<file path="src/rtl/package_settings.sv">
// Shared settings for the pulse-processing chain.
// Sample width of the trapezoidal filter output.
package package_settings;

    localparam int SIZE_FILTER_DATA = 16;

endpackage

</file>
<file path="src/rtl/peak_detector_parameters.sv">
// Peak detector constants, FSM state type and event bundle.
// Imported by the detector and its output buffer.
package peak_detector_parameters;

    import package_settings::*;

    localparam int TS_WIDTH   = 32;
    localparam int MAX_WIDTH  = 64;
    localparam int HOLDOFF    = 16;
    localparam int LOST_WIDTH = 16;

    // Width counter must reach MAX_WIDTH and still feed an 8-bit field
    localparam int CNT_W  = ($clog2(MAX_WIDTH + 1) > 8) ? $clog2(MAX_WIDTH + 1) : 8;
    localparam int HOLD_W = (HOLDOFF > 1) ? $clog2(HOLDOFF) : 1;

    typedef enum logic [1:0] {
        ST_IDLE,
        ST_TRACK,
        ST_WAIT_LOW,
        ST_HOLDOFF
    } state_t;

    typedef struct packed {
        logic signed [SIZE_FILTER_DATA-1:0] amp;
        logic [TS_WIDTH-1:0]                ts;
        logic [7:0]                         width;
        logic                               trunc;
    } event_t;

    function automatic logic [7:0] sat8(input logic [CNT_W-1:0] w);
        if (|(w >> 8)) begin
            return 8'hff;
        end
        return w[7:0];
    endfunction

endpackage

</file>
<file path="src/rtl/peak_event_buffer.sv">
// One-entry valid/ready event register with saturating drop counter.
// A push into a full, non-accepting register is dropped and counted.
module peak_event_buffer
    import peak_detector_parameters::*;
(
    input  logic                  clk,
    input  logic                  reset,
    input  logic                  push,
    input  event_t                ev,
    input  logic                  ready,
    output logic                  valid,
    output event_t                slot,
    output logic [LOST_WIDTH-1:0] lost_cnt
);

    logic accept;

    assign accept = valid && ready;

    always_ff @(posedge clk) begin
        if (reset) begin
            valid    <= 1'b0;
            slot     <= '0;
            lost_cnt <= '0;
        end else if (push) begin
            if (!valid || accept) begin
                valid <= 1'b1;
                slot  <= ev;
            end else if (lost_cnt != '1) begin
                lost_cnt <= lost_cnt + LOST_WIDTH'(1);
            end
        end else if (accept) begin
            valid <= 1'b0;
        end
    end

endmodule

</file>
<file path="src/rtl/filter_peak_detector.sv">
// Threshold-triggered peak detector on the filtered sample stream.
// Emits one event per pulse: peak amplitude, peak timestamp, width, flags.
module filter_peak_detector
    import package_settings::*;
    import peak_detector_parameters::*;
(
    input  logic                               clk,
    input  logic                               reset,
    input  logic signed [SIZE_FILTER_DATA-1:0] filter_data,
    input  logic signed [SIZE_FILTER_DATA-1:0] threshold,
    output logic                               ev_valid,
    input  logic                               ev_ready,
    output logic signed [SIZE_FILTER_DATA-1:0] ev_amp,
    output logic [TS_WIDTH-1:0]                ev_ts,
    output logic [7:0]                         ev_width,
    output logic                               ev_trunc,
    output logic [LOST_WIDTH-1:0]              lost_cnt,
    output logic                               busy
);

    localparam state_t AFTER_LOW = (HOLDOFF == 0) ? ST_IDLE : ST_HOLDOFF;

    state_t                             state, state_nxt;
    logic [TS_WIDTH-1:0]                ts;
    logic signed [SIZE_FILTER_DATA-1:0] peak, peak_nxt;
    logic [TS_WIDTH-1:0]                peak_ts, peak_ts_nxt;
    logic [CNT_W-1:0]                   width, width_nxt;
    logic [HOLD_W-1:0]                  hold_cnt, hold_cnt_nxt;
    logic                               above;
    logic                               push;
    logic                               trunc;
    event_t                             ev;
    event_t                             slot;

    assign above = filter_data > threshold;

    always_ff @(posedge clk) begin
        if (reset) begin
            state    <= ST_IDLE;
            ts       <= '0;
            peak     <= '0;
            peak_ts  <= '0;
            width    <= '0;
            hold_cnt <= '0;
        end else begin
            state    <= state_nxt;
            ts       <= ts + TS_WIDTH'(1);
            peak     <= peak_nxt;
            peak_ts  <= peak_ts_nxt;
            width    <= width_nxt;
            hold_cnt <= hold_cnt_nxt;
        end
    end

    always_comb begin
        state_nxt    = state;
        peak_nxt     = peak;
        peak_ts_nxt  = peak_ts;
        width_nxt    = width;
        hold_cnt_nxt = hold_cnt;
        push         = 1'b0;
        trunc        = 1'b0;
        unique case (state)
            ST_IDLE: begin
                if (above) begin
                    peak_nxt    = filter_data;
                    peak_ts_nxt = ts;
                    width_nxt   = CNT_W'(1);
                    if (MAX_WIDTH <= 1) begin
                        push      = 1'b1;
                        trunc     = 1'b1;
                        state_nxt = ST_WAIT_LOW;
                    end else begin
                        state_nxt = ST_TRACK;
                    end
                end
            end
            ST_TRACK: begin
                if (above) begin
                    width_nxt = width + CNT_W'(1);
                    // strict compare keeps the earliest of equal maxima
                    if (filter_data > peak) begin
                        peak_nxt    = filter_data;
                        peak_ts_nxt = ts;
                    end
                    if (width_nxt == CNT_W'(MAX_WIDTH)) begin
                        push      = 1'b1;
                        trunc     = 1'b1;
                        state_nxt = ST_WAIT_LOW;
                    end
                end else begin
                    push         = 1'b1;
                    hold_cnt_nxt = '0;
                    state_nxt    = AFTER_LOW;
                end
            end
            ST_WAIT_LOW: begin
                if (!above) begin
                    hold_cnt_nxt = '0;
                    state_nxt    = AFTER_LOW;
                end
            end
            ST_HOLDOFF: begin
                if (hold_cnt == HOLD_W'(HOLDOFF - 1)) begin
                    state_nxt = ST_IDLE;
                end else begin
                    hold_cnt_nxt = hold_cnt + HOLD_W'(1);
                end
            end
            default: state_nxt = ST_IDLE;
        endcase
        ev.amp   = peak_nxt;
        ev.ts    = peak_ts_nxt;
        ev.width = sat8(width_nxt);
        ev.trunc = trunc;
    end

    peak_event_buffer u_buf (
        .clk      (clk),
        .reset    (reset),
        .push     (push),
        .ev       (ev),
        .ready    (ev_ready),
        .valid    (ev_valid),
        .slot     (slot),
        .lost_cnt (lost_cnt)
    );

    assign ev_amp   = slot.amp;
    assign ev_ts    = slot.ts;
    assign ev_width = slot.width;
    assign ev_trunc = slot.trunc;
    assign busy     = (state != ST_IDLE);

endmodule

</file>
<file path="config.mk">
export PLATFORM = sky130hd
export DESIGN_NAME = filter_peak_detector
export DESIGN_NICKNAME = d
export VERILOG_FILES = /design/src/rtl/package_settings.sv /design/src/rtl/peak_detector_parameters.sv /design/src/rtl/peak_event_buffer.sv /design/src/rtl/filter_peak_detector.sv
export SDC_FILE = /design/constraint.sdc
export NUM_CORES = 1
export LEC_CHECK = 0
export CAP_MARGIN = 20
export CORE_ASPECT_RATIO = 0.9
export CORE_UTILIZATION = 45
export CTS_CLUSTER_DIAMETER = 150
export DETAILED_ROUTE_END_ITERATION = 10
export GPL_TIMING_DRIVEN = 0
export PLACE_DENSITY = 0.7
export SYNTH_ARGS = -nofsm -noshare
export SYNTH_HDL_FRONTEND = slang
export SYNTH_SLANG_ARGS = --single-unit
</file>
<file path="constraint.sdc">
create_clock -name clk -period 2.8 [get_ports clk]
set_input_delay 0.7 -clock clk [delete_from_list [all_inputs] [get_ports clk]]
set_output_delay 0.7 -clock clk [all_outputs]
set_load 0.005 [all_outputs]
</file>
==> impl_metrics.json <==
{
  "status": "finished with violations",
  "failed_checks": "negative setup slack",
  "dp_slack_ns": -1.22,
  "p_leak_nw": 4.21,
  "io_pins": 110,
  "area_growth_pct": 41.4,
  "cts_buffers": 17,
  "drtPass1Iterations": 5,
  "skew_ns": 0.0115,
  "layout_min_cycle_time_ns": 2.91,
  "postSynthAreaPerCell_um2": 8.76,
  "cp_max_fo": 6,
  "io_buffer_count": 109,
  "core.rowCount": 46,
  "crit_type": "flop to flop",
  "final-setup-viol-count": 64,
  "core_region_area_mm2": 0.0179,
  "fillCellCount": 1405,
  "synthTopCellsByCount": "168 x dfxtp_1, 148 x nor2_1, 109 x nand2_1",
  "start_util": 0.468,
  "wire_per_inst_um": 18.0,
  "power.density_mw_per_mm2": 760,
  "dr_total_vias": 7790,
  "die_h_um": 131,
  "ant_nets": 0,
  "yosys-top-cells-area": "dfxtp_1 40%, nor2_1 6.6%, ha_1 6.1%",
  "drive_above_1_share": 0.228,
  "cts.sinks": 168,
  "worstPathArrival_ns": 3.20,
  "worstMarginPinSlew_ns": 0.658,
  "fin_cells": 1380,
  "cp.required_ns": 3.09,
  "drc_errors": 0,
  "maxCapViolCount": 0,
  "netlist_instances": 956,
  "grt_setup_unrepaired": "true",
  "grt_pass1_vias": 7586,
  "synthFlopType": "dfxtp_1",
  "syn_nets": 1032,
  "ys_async_sr_fraction": 0,
  "setup-tns-final_ns": -3.15,
  "die_w_um": 146,
  "final_util": 0.661,
  "hold_path_class": "flop to flop",
  "post-route-period-util": 1.04,
  "ys.warnings.count": 0,
  "ir_drop_mv": 0.602,
  "grt_pass1_wl_um": 39000,
  "insertedDiodeCount": 0,
  "dp_hpwl_um": 15300,
  "dp_cells": 1305,
  "grt_usage": 0.252,
  "netlist_area_mm2": 0.00837,
  "cts_tree": "built",
  "grt_start_max_net_pins": 17,
  "dieArea_mm2": 0.0192,
  "ys_seq_area_frac": 0.402,
  "max_slew_margin": 0.561,
  "path_clk_slew_ns": 0.06,
  "synth_edf_count": 0,
  "grt_overflow": 0,
  "ys_ff_latch": 168,
  "drv_slew": 0,
  "multi_input_area_mm2": 0.00548,
  "viasPerCell": 5.64,
  "grt_antenna_before_repair": 0,
  "gp_congestion": 0.875,
  "cts_buffer_depth": 2,
  "end_kind": "flop",
  "wirelength_um": 24800,
  "yosysMostFrequentCell": "dfxtp_1",
  "worstSkewPairLatency_ns": 0.43,
  "setup_ws_ns": -0.112,
  "ctsRootBufferMaster": "clkbuf_16",
  "yosys.area.top_type": "dfxtp_1",
  "crit_path_start_kind": "flop",
  "register_area_mm2": 0.00337,
  "nets": 1206,
  "synth_top_area_share": 0.402,
  "clock.fmax_ghz": 0.343,
  "ys_types": 54,
  "h-tree-depth": 4,
  "hold_viol_final": 0,
  "initialDrtViolationCount": 446
}
## placed cells by master, fill, tap and decap left out, types with 16 or more instances in the layout
master	count
buf_4	38
nand2_1	107
nand4_1	26
inv_1	23
dfxtp_1	162
inv_2	17
a21oi_1	24
nor2b_1	16
ha_4	23
xor2_1	31
clkbuf_16	21
clkdlybuf4s50_1	77
nand3_1	27
a211oi_1	37
mux2i_1	36
ha_1	17
clkbuf_2	17
nor2_1	145
a221oi_4	27
clkbuf_1	34
## cells by family after synthesis
| logic type | after synthesis | share of synthesized area |
|---|---|---|
| xor gates and xnor gates | 40 | 0.0418 |
| buffers and inverters | 101 | 0.0516 |
| muxes | 42 | 0.0508 |
| adders and majority gates | 41 | 0.0613 |
| and+or+nand+nor | 383 | 0.209 |
| AOI/OAI and AO/OA | 181 | 0.184 |
| DFF | 168 | 0.402 |
## flip-flops by register name (all words and copies together), names as in the netlist, 2 cells and up
register,flops
u_buf.slot,57
peak_ts,32
ts,32
peak,16
u_buf.lost_cnt,16
width,8
hold_cnt,4
state,2
## final timing paths
kind,endpoint,cells after the start,from,slack (ns)
max,u_buf.slot[25],12,peak[11],-0.11
min,peak[10],1,peak[10],0.50
max reg2reg,u_buf.slot[25],12,peak[11],-0.11
min reg2reg,peak[10],1,peak[10],0.50
## layout make-up
| cell class | count | area share |
|---|---|---|
| multi-input cells | 687 | 0.463 |
| clock inverters | 7 | 0.00825 |
| flip-flops and latches | 168 | 0.285 |
| well taps | 240 | 0.0254 |
| clock buffers | 22 | 0.0392 |
| plain buffers | 60 | 0.0433 |
| inverters | 40 | 0.0127 |
| repair buffers | 156 | 0.124 |
## where the power goes
| part | leakage, nW | total (mW) | switching [mW] | internal (mW) |
|---|---|---|---|---|
| registers | 1.36 | 2.84 | 0.200 | 2.64 |
| logic | 2.57 | 3.84 | 2.12 | 1.72 |
| clock network | 0.268 | 2.31 | 0.964 | 1.35 |
| total | 4.21 | 8.99 | 3.28 | 5.71 |
## layer usage
metal / global-route usage / up-vias / share of wire
met5: 0 / - / 0
met4: 0.0836 / 0 / 0.024
met3: 0.0552 / 49 / 0.055
met2: 0.428 / 245 / 0.49
met1: 0.316 / 3765 / 0.43
li1: - / 3731 / -
## critical path, stage by stage (launching register included)
cell and delay (ns):
dfxtp_2 0.36, inv_2 0.05, ha_4 0.26, nand4_1 0.22, nor4_4 0.32, a221o_1 0.26
mux2i_4 0.34, buf_6 0.15, nor2_4 0.04, buf_12 0.14, buf_8 0.14, a221oi_4 0.36
a211oi_2 0.12
## what timing repair did
action / CTS / global route
cloned: 6 / 3
hold buffers: 0 / 0
endpoints found under the setup margin: 135 / 137
buffers inserted: 25 / 14
gates resized for setup: 205 / 119
pin swaps: 37 / 47
## metrics by stage
step | hold WS [ns] | area [µm²] | total power, mW
2_1_floorplan | 0.451 | 8480 | 4.52
3_3_place_gp | 0.477 | 9880 | 5.39
3_5_place_dp | 0.494 | 9880 | 5.43
6_report | 0.498 | 11800 | 8.99
4_1_cts | 0.504 | 11400 | 8.40
5_1_grt | 0.521 | 11800 | 9.38
No activity file was read; power rests on OpenSTA's default activity.
